## src/rtl/ldpc_pkg.sv

```systemverilog
// Shared LDPC decoder constants, check-node FSM encoding and compressed check-node record.
// Imported by the check-to-bit message generator and its interface.
package ldpc_pkg;

    localparam int DEGREE  = 6;
    localparam int W       = 8;
    localparam int IDXW    = 3;
    localparam int MAG_MAX = 2 ** (W - 1) - 1;

    typedef enum logic {
        IDLE = 1'b0,
        EMIT = 1'b1
    } state_t;

    // Compressed check-node record as held between accept and the last emitted edge
    typedef struct packed {
        logic [IDXW-1:0]   min_idx;
        logic [W-1:0]      min_mag;
        logic [W-1:0]      smin_mag;
        logic [DEGREE-1:0] signs;
        logic              tot_sign;
    } rec_t;

endpackage

```

## src/rtl/check_to_bit_msg_gen_if.sv

```systemverilog
// Record-in / message-out stream bundle of the check-node output stage.
// master = upstream finder + downstream consumer side, slave = the message generator.
interface check_to_bit_msg_gen_if;
    import ldpc_pkg::*;

    logic              in_valid;
    logic              in_ready;
    logic [IDXW-1:0]   in_min_idx;
    logic [W-1:0]      in_min_mag;
    logic [W-1:0]      in_smin_mag;
    logic [DEGREE-1:0] in_signs;
    logic              out_valid;
    logic              out_ready;
    logic [IDXW-1:0]   out_idx;
    logic [W-1:0]      out_msg;
    logic              out_last;
    logic              out_parity_ok;

    modport master (
        output in_valid, in_min_idx, in_min_mag, in_smin_mag, in_signs, out_ready,
        input  in_ready, out_valid, out_idx, out_msg, out_last, out_parity_ok
    );

    modport slave (
        input  in_valid, in_min_idx, in_min_mag, in_smin_mag, in_signs, out_ready,
        output in_ready, out_valid, out_idx, out_msg, out_last, out_parity_ok
    );

endinterface

```

## src/rtl/cn_mag_select.sv

```systemverilog
// Per-edge offset min-sum message: pick min/second-min, subtract offset, saturate, apply sign.
// Purely combinational, no handshake.
module cn_mag_select
    import ldpc_pkg::*;
#(
    parameter logic [W-2:0] OFFSET = '0
) (
    input  logic [IDXW-1:0] k,
    input  logic [IDXW-1:0] min_idx,
    input  logic [W-1:0]    min_mag,
    input  logic [W-1:0]    smin_mag,
    input  logic            sgn_k,
    output logic [W-1:0]    out_msg
);

    logic [W-1:0] sel;
    logic [W-1:0] off;
    logic [W-1:0] mag;

    always_comb begin
        sel = (k == min_idx) ? smin_mag : min_mag;
        off = (sel > {1'b0, OFFSET}) ? sel - {1'b0, OFFSET} : '0;
        // 2^(W-1) can arrive as a magnitude; clamp keeps it representable as positive
        mag = (off > W'(MAG_MAX)) ? W'(MAG_MAX) : off;
        out_msg = sgn_k ? (~mag + 1'b1) : mag;
    end

endmodule

```

## src/rtl/check_to_bit_msg_gen.sv

```systemverilog
// Holds one compressed check-node record and streams DEGREE signed check-to-bit messages.
// Latency: record accepted in cycle N -> edge 0 valid in N+1; back-to-back records without bubbles.
// Backpressure: outputs held while out_ready low; in_ready only in IDLE or on the last-edge handshake.
module check_to_bit_msg_gen
    import ldpc_pkg::*;
#(
    parameter logic [W-2:0] OFFSET = '0
) (
    input  logic                   clk,
    input  logic                   rst_n,
    check_to_bit_msg_gen_if.slave  bus
);

    localparam logic [IDXW-1:0] LAST_IDX = IDXW'(DEGREE - 1);

    state_t state;
    rec_t   rec;
    logic   fire;
    logic   accept;
    logic   sgn_k;

    assign fire        = bus.out_valid && bus.out_ready;
    assign bus.in_ready = (state == IDLE) || (fire && bus.out_last);
    assign accept      = bus.in_valid && bus.in_ready;

    always_ff @(posedge clk or negedge rst_n) begin
        if (!rst_n) begin
            state             <= IDLE;
            rec               <= '0;
            bus.out_valid     <= 1'b0;
            bus.out_idx       <= '0;
            bus.out_last      <= 1'b0;
            bus.out_parity_ok <= 1'b0;
        end else if (accept) begin
            // Covers both IDLE start and the seamless hand-over on the last edge
            state             <= EMIT;
            rec.min_idx       <= bus.in_min_idx;
            rec.min_mag       <= bus.in_min_mag;
            rec.smin_mag      <= bus.in_smin_mag;
            rec.signs         <= bus.in_signs;
            rec.tot_sign      <= ^bus.in_signs;
            bus.out_valid     <= 1'b1;
            bus.out_idx       <= '0;
            bus.out_last      <= (DEGREE == 1);
            bus.out_parity_ok <= ~(^bus.in_signs);
        end else if (fire) begin
            if (bus.out_last) begin
                state         <= IDLE;
                bus.out_valid <= 1'b0;
                bus.out_idx   <= '0;
                bus.out_last  <= 1'b0;
            end else begin
                bus.out_idx   <= bus.out_idx + 1'b1;
                bus.out_last  <= (bus.out_idx == LAST_IDX - 1'b1);
            end
        end
    end

    always_comb begin
        sgn_k = rec.tot_sign;
        for (int i = 0; i < DEGREE; i++) begin
            if (bus.out_idx == IDXW'(i)) begin
                sgn_k = rec.tot_sign ^ rec.signs[i];
            end
        end
    end

    cn_mag_select #(
        .OFFSET (OFFSET)
    ) u_mag_select (
        .k        (bus.out_idx),
        .min_idx  (rec.min_idx),
        .min_mag  (rec.min_mag),
        .smin_mag (rec.smin_mag),
        .sgn_k    (sgn_k),
        .out_msg  (bus.out_msg)
    );

endmodule

```

## src/flat_wrapper.sv

```systemverilog
// flat-port wrapper written by rule: the top's interface ports become plain ports
module check_to_bit_msg_gen_flat import ldpc_pkg::*;
#(
    parameter logic [W-2:0] OFFSET = '0
)
  (clk, rst_n, bus_in_valid, bus_in_min_idx, bus_in_min_mag, bus_in_smin_mag, bus_in_signs, bus_out_ready, bus_in_ready, bus_out_valid, bus_out_idx, bus_out_msg, bus_out_last, bus_out_parity_ok);
  check_to_bit_msg_gen_if bus_i ();
  input  logic clk;
  input  logic rst_n;
  input wire logic [$bits(bus_i.in_valid)-1:0] bus_in_valid;
  input wire logic [$bits(bus_i.in_min_idx)-1:0] bus_in_min_idx;
  input wire logic [$bits(bus_i.in_min_mag)-1:0] bus_in_min_mag;
  input wire logic [$bits(bus_i.in_smin_mag)-1:0] bus_in_smin_mag;
  input wire logic [$bits(bus_i.in_signs)-1:0] bus_in_signs;
  input wire logic [$bits(bus_i.out_ready)-1:0] bus_out_ready;
  output wire logic [$bits(bus_i.in_ready)-1:0] bus_in_ready;
  output wire logic [$bits(bus_i.out_valid)-1:0] bus_out_valid;
  output wire logic [$bits(bus_i.out_idx)-1:0] bus_out_idx;
  output wire logic [$bits(bus_i.out_msg)-1:0] bus_out_msg;
  output wire logic [$bits(bus_i.out_last)-1:0] bus_out_last;
  output wire logic [$bits(bus_i.out_parity_ok)-1:0] bus_out_parity_ok;
  assign bus_i.in_valid = bus_in_valid;
  assign bus_i.in_min_idx = bus_in_min_idx;
  assign bus_i.in_min_mag = bus_in_min_mag;
  assign bus_i.in_smin_mag = bus_in_smin_mag;
  assign bus_i.in_signs = bus_in_signs;
  assign bus_i.out_ready = bus_out_ready;
  assign bus_in_ready = bus_i.in_ready;
  assign bus_out_valid = bus_i.out_valid;
  assign bus_out_idx = bus_i.out_idx;
  assign bus_out_msg = bus_i.out_msg;
  assign bus_out_last = bus_i.out_last;
  assign bus_out_parity_ok = bus_i.out_parity_ok;
  check_to_bit_msg_gen #(.OFFSET(OFFSET)) u_core (.clk(clk), .rst_n(rst_n), .bus(bus_i));
endmodule
```

## config.mk

```make
export PLATFORM = sky130hd
export DESIGN_NAME = check_to_bit_msg_gen_flat
export DESIGN_NICKNAME = d
export VERILOG_FILES = /design/src/rtl/ldpc_pkg.sv /design/src/rtl/check_to_bit_msg_gen_if.sv /design/src/rtl/cn_mag_select.sv /design/src/rtl/check_to_bit_msg_gen.sv /design/src/flat_wrapper.sv
export SDC_FILE = /design/constraint.sdc
export NUM_CORES = 1
export LEC_CHECK = 0
export ABC_AREA = 1
export ABC_CLOCK_PERIOD_IN_PS = 3350
export CORE_AREA = 2 2 75 77
export DETAILED_ROUTE_END_ITERATION = 10
export DIE_AREA = 0 0 77 79
export PLACE_DENSITY = 0.71
export SETUP_SLACK_MARGIN = 0.1
export SYNTH_ARGS = -nofsm -noshare
export SYNTH_HDL_FRONTEND = slang
export SYNTH_SLANG_ARGS = --single-unit
```

## constraint.sdc

```tcl
create_clock -name clk -period 3.35 [get_ports clk]
set_input_delay 0.5025 -clock clk [delete_from_list [all_inputs] [get_ports clk]]
set_output_delay 0.5025 -clock clk [all_outputs]
set_load 0.05 [all_outputs]
```

==> results of run 1 <==
-- worst paths after layout --
check                                                  endpoint  depth (start not counted)  slack [ps]                               from
setup / recovery                                 bus_out_msg[6]                         15         310  u_core.bus.out_idx[1]$_DFFE_PN0P_
hold / removal                        u_core.rec[6]$_DFFE_PN0P_                          2         480          u_core.rec[6]$_DFFE_PN0P_
setup reg to reg                      u_core.rec[7]$_DFFE_PN0P_                          8        1600   u_core.bus.out_valid$_DFFE_PN0P_
hold reg to reg                       u_core.rec[6]$_DFFE_PN0P_                          2         480          u_core.rec[6]$_DFFE_PN0P_
max in group asynchronous     u_core.bus.out_idx[1]$_DFFE_PN0P_                          2        2430                              rst_n
min in group asynchronous  u_core.bus.out_parity_ok$_DFFE_PN0P_                          2         610                              rst_n
-- cells in the final DEF, fill, tap and decap left out --
cell             count
nor2_1               7
nand2_4              5
nor2_2               1
buf_4               10
xnor2_4              1
inv_1               31
clkdlybuf4s50_1     36
o21ai_0             17
buf_12               2
nand4_1              7
xnor2_1              5
nor2_4               1
dfrtp_1             31
o22ai_1              2
o21ai_1              3
xor2_1               2
dfrtp_2              1
inv_2                2
a21oi_1              3
o21bai_1             1
nand2_2              2
o21a_1               1
nand3_1              4
clkbuf_8             7
ha_1                 6
nand3b_1             2
nand2_1            107
or2_2                1
nand3_4              1
-- area by class of cell --
class	instances	area, um^2	area share
sequential	32	802	0.319
clock buffer	7	96.3	0.0384
timing repair buffer	48	475	0.189
inverter	33	124	0.0493
multi-input combinational	179	923	0.368
tap	72	90.1	0.0359
-- worst max-delay path, delay by kind of cell (launching register included) --
kind | cells | cell delay, ps
AND/OR/NAND/NOR | 8 | 780
XOR/XNOR | 1 | 180
adder cells (fa/ha/maj) | 1 | 220
buffers and inverters | 4 | 450
AO/OA/AOI/OAI | 1 | 180
flip-flops | 1 | 470
-- per-layer routing --
metal | routed length (um) | vias up | GRT usage
met1 | 1850 | 741 | 0.183
met5 | 0 | - | 0
met4 | 44 | 0 | 0.0482
met3 | 212 | 6 | 0.0386
met2 | 1850 | 41 | 0.244
li1 | - | 866 | -
-- per-stage QoR --
step | worst slack [ps] | utilization | hold WS [ps] | area (um^2) | instances
after floorplan | 350 | - | 207 | 1860 | 250
after global placement | 641 | 0.447 | 463 | 2390 | 362
after detailed placement | 552 | 0.447 | 462 | 2390 | 362
after CTS | 226 | 0.466 | 479 | 2480 | 369
after global routing | 91.7 | 0.470 | 491 | 2510 | 371
final | 307 | 0.470 | 476 | 2510 | 371
-- flip-flops by register name, indices dropped and copies added (netlist names) --
name	flops
u_core.bus.out_last	1
u_core.bus.out_idx	3
u_core.bus.out_valid	1
u_core.rec	26
u_core.bus.out_parity_ok	1
-- cells by family after synthesis --
group           count (synthesis)  share of synthesized area
fa+ha+maj                       6                     0.0403
buf+inv                        39                     0.0805
flops                          32                      0.430
xor+xnor                        8                     0.0477
compound gates                 27                     0.0765
simple gates                  138                      0.326
-- what timing repair did --
item / CTS / global route
gates resized for setup: 0 / 4
buffers inserted: 0 / 2
endpoints found under the setup margin: 0 / 2
==> flow_metrics.env, run 1 <==
export IMPL_antenna_cells=0
export IMPL_die_w_um=77
export IMPL_maxCapViolations=0
export IMPL_fillCellCount=565
export IMPL_synth_edf_count=0
export IMPL_drive_gt1_frac=0.114
export IMPL_clock_root_buffer="clkbuf_8"
export IMPL_std_cell_rows=27
export IMPL_hp_class="reg2reg"
export IMPL_grt_usage=0.145
export IMPL_fin_nets=334
export IMPL_die_area_um2=6080
export IMPL_area_growth_synth_to_final_pct=34.7
export IMPL_cp_max_fo=9
export IMPL_synth_top_area_frac=0.430
export IMPL_rsz0062_at_grt="false"
export IMPL_path_class="reg2out"
export IMPL_maxSlewViolCount=0
export IMPL_start_util=0.349
export IMPL_insertion_delay_ps=280
export IMPL_async_flop_share=1.00
export IMPL_synth_nets=285
export IMPL_via_count=1654
export IMPL_ys_seq_elements=32
export IMPL_syn_avg_cell_area_um2=7.46
export IMPL_max_freq_mhz=329
export IMPL_critPathLaunchType="flip-flop"
export IMPL_skew_ps=3.74
export IMPL_dp_hpwl_um=3010
export IMPL_synth_cell_types=26
export IMPL_cts_hold_buf=0
export IMPL_tightest_slew_ps=528
export IMPL_antenna_found_initial=0
export IMPL_grt_overflow_total=0
export IMPL_io_pin_count=44
export IMPL_clkSinkCount=32
export IMPL_synth_area_um2=1860
export IMPL_wl_per_cell_um=10.7
export IMPL_gp_routability_congestion=0.824
export IMPL_fin_crit_ps=3040
export IMPL_worstSetupEndpointType="output port"
export IMPL_wirelength_um=3960
export IMPL_drc=0
export IMPL_cts_tree="built"
export IMPL_numCtsBuffers=5
export IMPL_fin_crit_sh=0.908
export IMPL_yosysMostFrequentCell="nand2_1"
export IMPL_clkSlewWorstSetupHoldPaths_ps=60
export IMPL_yosysWarnings=0
export IMPL_syn_inst=250
export IMPL_antenna_left=0
export IMPL_dr_first_iter_drc_count=77
export IMPL_path_cells="xnor2_4 -> buf_4 -> nand3_4 -> nand2_4 -> nand2_4 -> inv_1 -> a21oi_1 -> ha_1 -> nand3_1 -> nor2_4 -> nand2_1 -> nand3b_1 -> nand2_1 -> inv_1 -> buf_12"
export IMPL_post_drt_via_cell_ratio=4.46
export IMPL_slowest_stage="dfrtp_2"
export IMPL_run_status="completed"
export IMPL_yosys_top_cells_count="nand2_1, dfrtp_1, inv_1"
export IMPL_first_global_vias=1613
export IMPL_max_stage_delay_ps=470
export IMPL_grt_pass1_wl_um=7010
export IMPL_h_tree_depth=2
export IMPL_synth_ff_type="dfrtp_1"
export IMPL_io_buffers=43
export IMPL_arrival_ps=2540
export IMPL_hold_violations=0
export IMPL_clk_path_buf_depth=2
export IMPL_netlist_top_cells_area="dfrtp_1, nand2_1, inv_1"
export IMPL_cp_required_ps=2850
export IMPL_synth_area_leader_cell="dfrtp_1"
export IMPL_grt_max_degree=35
export IMPL_firstDrtPassIters=5
export IMPL_placeableCoreArea_um2=5340
export IMPL_max_slew_margin=0.647
export IMPL_ys_seq_area_frac=0.430
export IMPL_finalSetupTns_ps=0
export IMPL_finalSetupViolCount=0
export IMPL_die_height_um=79
Power of run 1 is not shown: default switching activity piles up to over one toggle a cycle in this logic, so the estimate is an artifact.
==> run 2, diff against run 1 <==
--- a/config.mk
+++ b/config.mk
@@ -6,10 +6,9 @@
 export NUM_CORES = 1
 export LEC_CHECK = 0
-export ABC_AREA = 1
 export ABC_CLOCK_PERIOD_IN_PS = 3350
-export CORE_AREA = 2 2 75 77
+export CORE_AREA = 2 2 65 67
 export DETAILED_ROUTE_END_ITERATION = 10
-export DIE_AREA = 0 0 77 79
-export PLACE_DENSITY = 0.71
+export DIE_AREA = 0 0 67 69
+export PLACE_DENSITY = 0.88
 export SETUP_SLACK_MARGIN = 0.1
 export SYNTH_ARGS = -nofsm -noshare
==> constraint.sdc (replaced) <==
create_clock -name clk -period 3.35 [get_ports clk]
set_input_delay 0.8375 -clock clk [delete_from_list [all_inputs] [get_ports clk]]
set_output_delay 0.8375 -clock clk [all_outputs]
set_load 0.05 [all_outputs]
==> flow_metrics.env, run 2 <==
export IMPL_run_status="finished with violations"
export IMPL_violations="setup timing"
export IMPL_grt_overflow_total=0
export IMPL_wirelength_um=4520
export IMPL_antenna_left=0
export IMPL_yosysWarnings=0
export IMPL_max_slew_margin=0.643
export IMPL_max_stage_delay_ps=470
export IMPL_synth_ff_type="dfrtp_1"
export IMPL_tightest_slew_ps=533
export IMPL_syn_inst=171
export IMPL_path_cells="buf_6 -> ha_4 -> nand3b_4 -> a2111oi_4 -> buf_4 -> o211a_4 -> nor2_4 -> o211ai_1 -> clkbuf_16"
export IMPL_yosys_top_cells_count="dfrtp_1, mux2_2, nor2_1"
export IMPL_arrival_ps=2580
export IMPL_antenna_cells=0
export IMPL_wl_per_cell_um=16.3
export IMPL_fin_crit_sh=1.02
export IMPL_final_cell_mix="clkdlybuf4s50_1, dfrtp_1, mux2_2, nor2_1, nand2_1"
export IMPL_synth_simple_area_share=0.146
export IMPL_clock_root_buffer="clkbuf_8"
export IMPL_synth_top_family_by_area="multiplexers"
export IMPL_path_class="reg2out"
export IMPL_cp_max_fo=6
export IMPL_largest_reg_flops=26
export IMPL_syn_avg_cell_area_um2=10.9
export IMPL_start_util=0.476
export IMPL_post_drt_via_cell_ratio=5.50
export IMPL_critPathLaunchType="flip-flop"
export IMPL_async_flop_share=1.00
export IMPL_synth_cell_types=43
export IMPL_ys_seq_area_frac=0.430
export IMPL_synth_xor_area_share=0.0565
export IMPL_grt_pass1_wl_um=7200
export IMPL_firstDrtPassIters=4
export IMPL_via_count=1528
export IMPL_fin_nets=262
export IMPL_drive_gt1_frac=0.373
export IMPL_path_buf_inv=3
export IMPL_first_global_vias=1528
export IMPL_synth_area_leader_cell="dfrtp_1"
export IMPL_maxSlewViolCount=0
export IMPL_crit_family="compound AO/OA/AOI/OAI gates"
export IMPL_io_buffers=43
export IMPL_holdWs_ps=488
export IMPL_io_pin_count=44
export IMPL_std_cell_rows=23
export IMPL_die_height_um=69
export IMPL_ys_seq_elements=32
export IMPL_rsz0062_at_grt="true"
export IMPL_area_growth_synth_to_final_pct=48.3
export IMPL_insertion_delay_ps=280
export IMPL_cp_required_ps=2510
export IMPL_slowest_stage="dfrtp_2"
export IMPL_synth_mux_area_frac=0.190
export IMPL_die_area_um2=4620
export IMPL_fin_crit_ps=3410
export IMPL_finalSetupViolCount=4
export IMPL_regMostFlops="u_core.rec"
export IMPL_synth_compound_area_share=0.103
export IMPL_clkSinkCount=32
export IMPL_die_w_um=67
export IMPL_netlist_top_cells_area="dfrtp_1, mux2_2, xnor2_1"
export IMPL_dr_first_iter_drc_count=133
export IMPL_fin_area_um2=2760
export IMPL_setup_slack_ps=-64.0
export IMPL_hp_class="reg2reg"
export IMPL_antenna_found_initial=0
export IMPL_numCtsBuffers=5
export IMPL_grt_max_degree=33
export IMPL_max_freq_mhz=293
export IMPL_synth_adder_area_share=0.0403
export IMPL_h_tree_depth=2
export IMPL_grt_usage=0.203
export IMPL_synth_area_um2=1860
export IMPL_maxCapViolations=0
export IMPL_place_area_um2=2450
export IMPL_yosysMostFrequentCell="dfrtp_1"
export IMPL_final_common_cell="clkdlybuf4s50_1"
export IMPL_placeableCoreArea_um2=3910
export IMPL_hold_violations=0
export IMPL_worstSetupEndpointType="output port"
export IMPL_cts_tree="built"
export IMPL_clkSlewWorstSetupHoldPaths_ps=60
export IMPL_dp_hpwl_um=3060
export IMPL_gp_routability_congestion=0.926
export IMPL_synth_top_area_frac=0.430
export IMPL_top_regs="u_core.rec (26), u_core.bus.out_idx (3)"
export IMPL_synth_nets=206
export IMPL_clk_path_buf_depth=2
export IMPL_drc=0
export IMPL_skew_ps=3.18
export IMPL_synth_edf_count=0
==> run 2: area by class of cell <==
class / instances / area [um^2]
clock buffers: 8 / 90.1
fillers: 308 / 1150
inverters: 7 / 28.8
multi-input cells: 126 / 1180
flip-flops and latches: 32 / 805
well taps: 50 / 62.6
repair buffers: 55 / 596
==> run 2: kinds of logic after synthesis <==
| family | count (synthesis) |
|---|---|
| AOI/OAI and AO/OA | 25 |
| xor gates and xnor gates | 12 |
| adders and majority gates | 6 |
| buffers and inverters | 13 |
| DFF | 32 |
| muxes | 32 |
| and+or+nand+nor | 51 |
==> run 2: final timing paths <==
path | from | to | slack [ps] | depth (start not counted)
setup / recovery | u_core.bus.out_idx[0]$_DFFE_PN0P_ | bus_out_msg[5] | -60 | 9
hold / removal | u_core.bus.out_parity_ok$_DFFE_PN0P_ | u_core.bus.out_parity_ok$_DFFE_PN0P_ | 490 | 1
setup reg to reg | u_core.bus.out_last$_DFFE_PN0P_ | u_core.rec[9]$_DFFE_PN0P_ | 1860 | 5
hold reg to reg | u_core.bus.out_parity_ok$_DFFE_PN0P_ | u_core.bus.out_parity_ok$_DFFE_PN0P_ | 490 | 1
max in group asynchronous | rst_n | u_core.bus.out_idx[1]$_DFFE_PN0P_ | 2060 | 2
min in group asynchronous | rst_n | u_core.rec[6]$_DFFE_PN0P_ | 980 | 2
==> run 2: what timing repair did <==
item	in CTS	in global routing
setup endpoints to repair	6	8
hold buffers	0	0
buffers inserted	5	3
pin swaps	11	5
gates resized for setup	21	11
==> run 2: stage by stage <==
step	setup TNS (ps)	util	cells	setup slack [ps]
finish	-103	0.705	278	-64.0
global route	-655	0.705	278	-136
CTS	-2.60	0.691	275	-2.60
detailed placement	0	0.625	262	258
global placement	0	0.625	262	299
floorplan	0	-	171	74.1
==> run 2: worst register-to-register path, cell delays in order, from the launching register on <==
cell	delay [ps]
dfrtp_1	430
nand2_1	80
nand2_1	80
nand2_1	80
buf_4	330
mux2_2	390
==> run 2: metal layers <==
metal | track usage | part of all wire
met4 | 0.0612 | 0.018
met3 | 0.0555 | 0.050
met2 | 0.343 | 0.54
met5 | 0 | 0
met1 | 0.248 | 0.39
Power of run 2 is left out for the same reason.
==> run 3, diff against run 2 <==
GPL_ROUTABILITY_DRIVEN = 0   (was not set)
==> flow_metrics.env, run 3 (synthesized netlist as in run 2, its figures left out) <==
export IMPL_run_status="finished with violations"
export IMPL_violations="setup timing"
export IMPL_h_tree_depth=2
export IMPL_die_w_um=67
export IMPL_io_buffers=43
export IMPL_grt_pass1_wl_um=7490
export IMPL_worstSetupEndpointType="output port"
export IMPL_die_area_um2=4620
export IMPL_drt_met1_wl_um=1770
export IMPL_grt_overflow_total=0
export IMPL_std_cell_rows=23
export IMPL_via_count=1532
export IMPL_finalSetupViolCount=5
export IMPL_wl_met2_um=2600
export IMPL_max_slew_margin=0.650
export IMPL_maxSlewViolCount=0
export IMPL_die_height_um=69
export IMPL_tightest_slew_ps=524
export IMPL_dp_hpwl_um=3060
export IMPL_wirelength_um=4740
export IMPL_clkSinkCount=32
export IMPL_drive_gt1_frac=0.366
export IMPL_regMostFlops="u_core.rec"
export IMPL_cp_required_ps=2510
export IMPL_max_freq_mhz=290
export IMPL_grt_usage=0.217
export IMPL_rsz0062_at_grt="true"
export IMPL_top_layer="met4"
export IMPL_antenna_found_initial=0
export IMPL_drc=0
export IMPL_clkSlewWorstSetupHoldPaths_ps=60
export IMPL_critPathLaunchType="flip-flop"
export IMPL_start_util=0.476
export IMPL_area_growth_synth_to_final_pct=48.1
export IMPL_fin_nets=261
export IMPL_setup_slack_ps=-103
export IMPL_arrival_ps=2620
export IMPL_wl_per_cell_um=17.1
export IMPL_fin_crit_sh=1.03
export IMPL_hp_class="reg2reg"
export IMPL_hold_violations=0
export IMPL_clock_root_buffer="clkbuf_8"
export IMPL_antenna_left=0
export IMPL_numCtsBuffers=5
export IMPL_final_common_cell="clkdlybuf4s50_1"
export IMPL_post_drt_via_cell_ratio=5.53
export IMPL_cts_hold_buf=0
export IMPL_placeableCoreArea_um2=3910
export IMPL_holdWs_ps=487
export IMPL_firstDrtPassIters=4
export IMPL_insertion_delay_ps=290
export IMPL_skew_ps=3.49
export IMPL_largest_reg_flops=26
export IMPL_dr_first_iter_drc_count=150
export IMPL_maxCapViolations=0
export IMPL_path_class="reg2out"
export IMPL_reg2reg_slack_ps=1850
export IMPL_first_global_vias=1558
export IMPL_grt_max_degree=33
export IMPL_fin_util=0.704
export IMPL_fin_crit_ps=3450
export IMPL_cp_max_fo=10
export IMPL_io_pin_count=44
export IMPL_clk_path_buf_depth=2
export IMPL_top_regs="u_core.rec (26), u_core.bus.out_idx (3)"
export IMPL_wl_met3_um=268
export IMPL_cts_tree="built"
export IMPL_antenna_cells=0
export IMPL_final_cell_mix="clkdlybuf4s50_1, dfrtp_1, mux2_2, nor2_1, nand2_1"
==> run 3: cell types whose count changed in the layout (fill, tap and decap cells not counted) <==
| cell | before | now |
|---|---|---|
| mux2_4 | 0 | 1 |
| buf_4 | 10 | 11 |
| mux2i_4 | 0 | 1 |
| nor2_2 | 1 | 0 |
| nor2b_4 | 1 | 0 |
| nor2_4 | 1 | 2 |
| mux2_2 | 27 | 26 |
| a21oi_4 | 1 | 0 |
| nor2b_1 | 1 | 2 |
| nor4_2 | 1 | 0 |
| mux2i_2 | 1 | 0 |
| nor4_4 | 0 | 1 |
| buf_6 | 4 | 2 |
| a21oi_2 | 0 | 1 |
==> run 3: metrics by stage <==
step	TNS, ps	setup slack (ps)	cell area (um^2)	std cells
after floorplan	0	74.1	1910	171
after global placement	0	303	2450	262
after detailed placement	0	230	2450	262
after CTS	0	26.0	2710	276
after global routing	-851	-278	2760	277
final	-268	-103	2760	277
==> run 3: final cells by class <==
type	instances	area [um^2]
Multi-Input combinational cell	126	1190
Fill cell	297	1160
Sequential cell	32	805
Timing Repair Buffer	54	581
Clock buffer	8	90.1
Tap cell	50	62.6
Inverter	7	28.8
==> run 3: path summary, 6_finish.rpt <==
check                                                     start                                    to  cells past startpoint
setup / recovery              u_core.bus.out_idx[0]$_DFFE_PN0P_                        bus_out_msg[6]                     12
hold / removal             u_core.bus.out_parity_ok$_DFFE_PN0P_  u_core.bus.out_parity_ok$_DFFE_PN0P_                      1
setup reg to reg                u_core.bus.out_last$_DFFE_PN0P_            u_core.rec[16]$_DFFE_PN0P_                      5
hold reg to reg            u_core.bus.out_parity_ok$_DFFE_PN0P_  u_core.bus.out_parity_ok$_DFFE_PN0P_                      1
max in group asynchronous                                 rst_n     u_core.bus.out_idx[1]$_DFFE_PN0P_                      2
min in group asynchronous                                 rst_n             u_core.rec[6]$_DFFE_PN0P_                      2
==> run 3: repair_timing <==
| item | in CTS | in global routing |
|---|---|---|
| buffers inserted | 6 | 1 |
| setup endpoints to repair | 5 | 8 |
| resized for setup | 22 | 9 |
| pin swaps | 8 | 6 |
==> run 3: worst max-delay path: stages (launching register included) <==
cell and delay [ps]:
dfrtp_2 480, xnor2_2 160, nand3_2 130, buf_6 180, mux2i_4 200, inv_1 80
ha_1 170, inv_1 100, nor4_4 170, nand2_1 120, o221ai_2 210, xnor2_2 160
buf_12 160
==> run 3: per-layer routing <==
metal | vias to the layer above | global-route usage
li1 | 722 | -
met2 | 50 | 0.375
met1 | 750 | 0.245
met5 | - | 0
met4 | 0 | 0.0794
met3 | 10 | 0.0669
Power of run 3 is left out for the same reason.
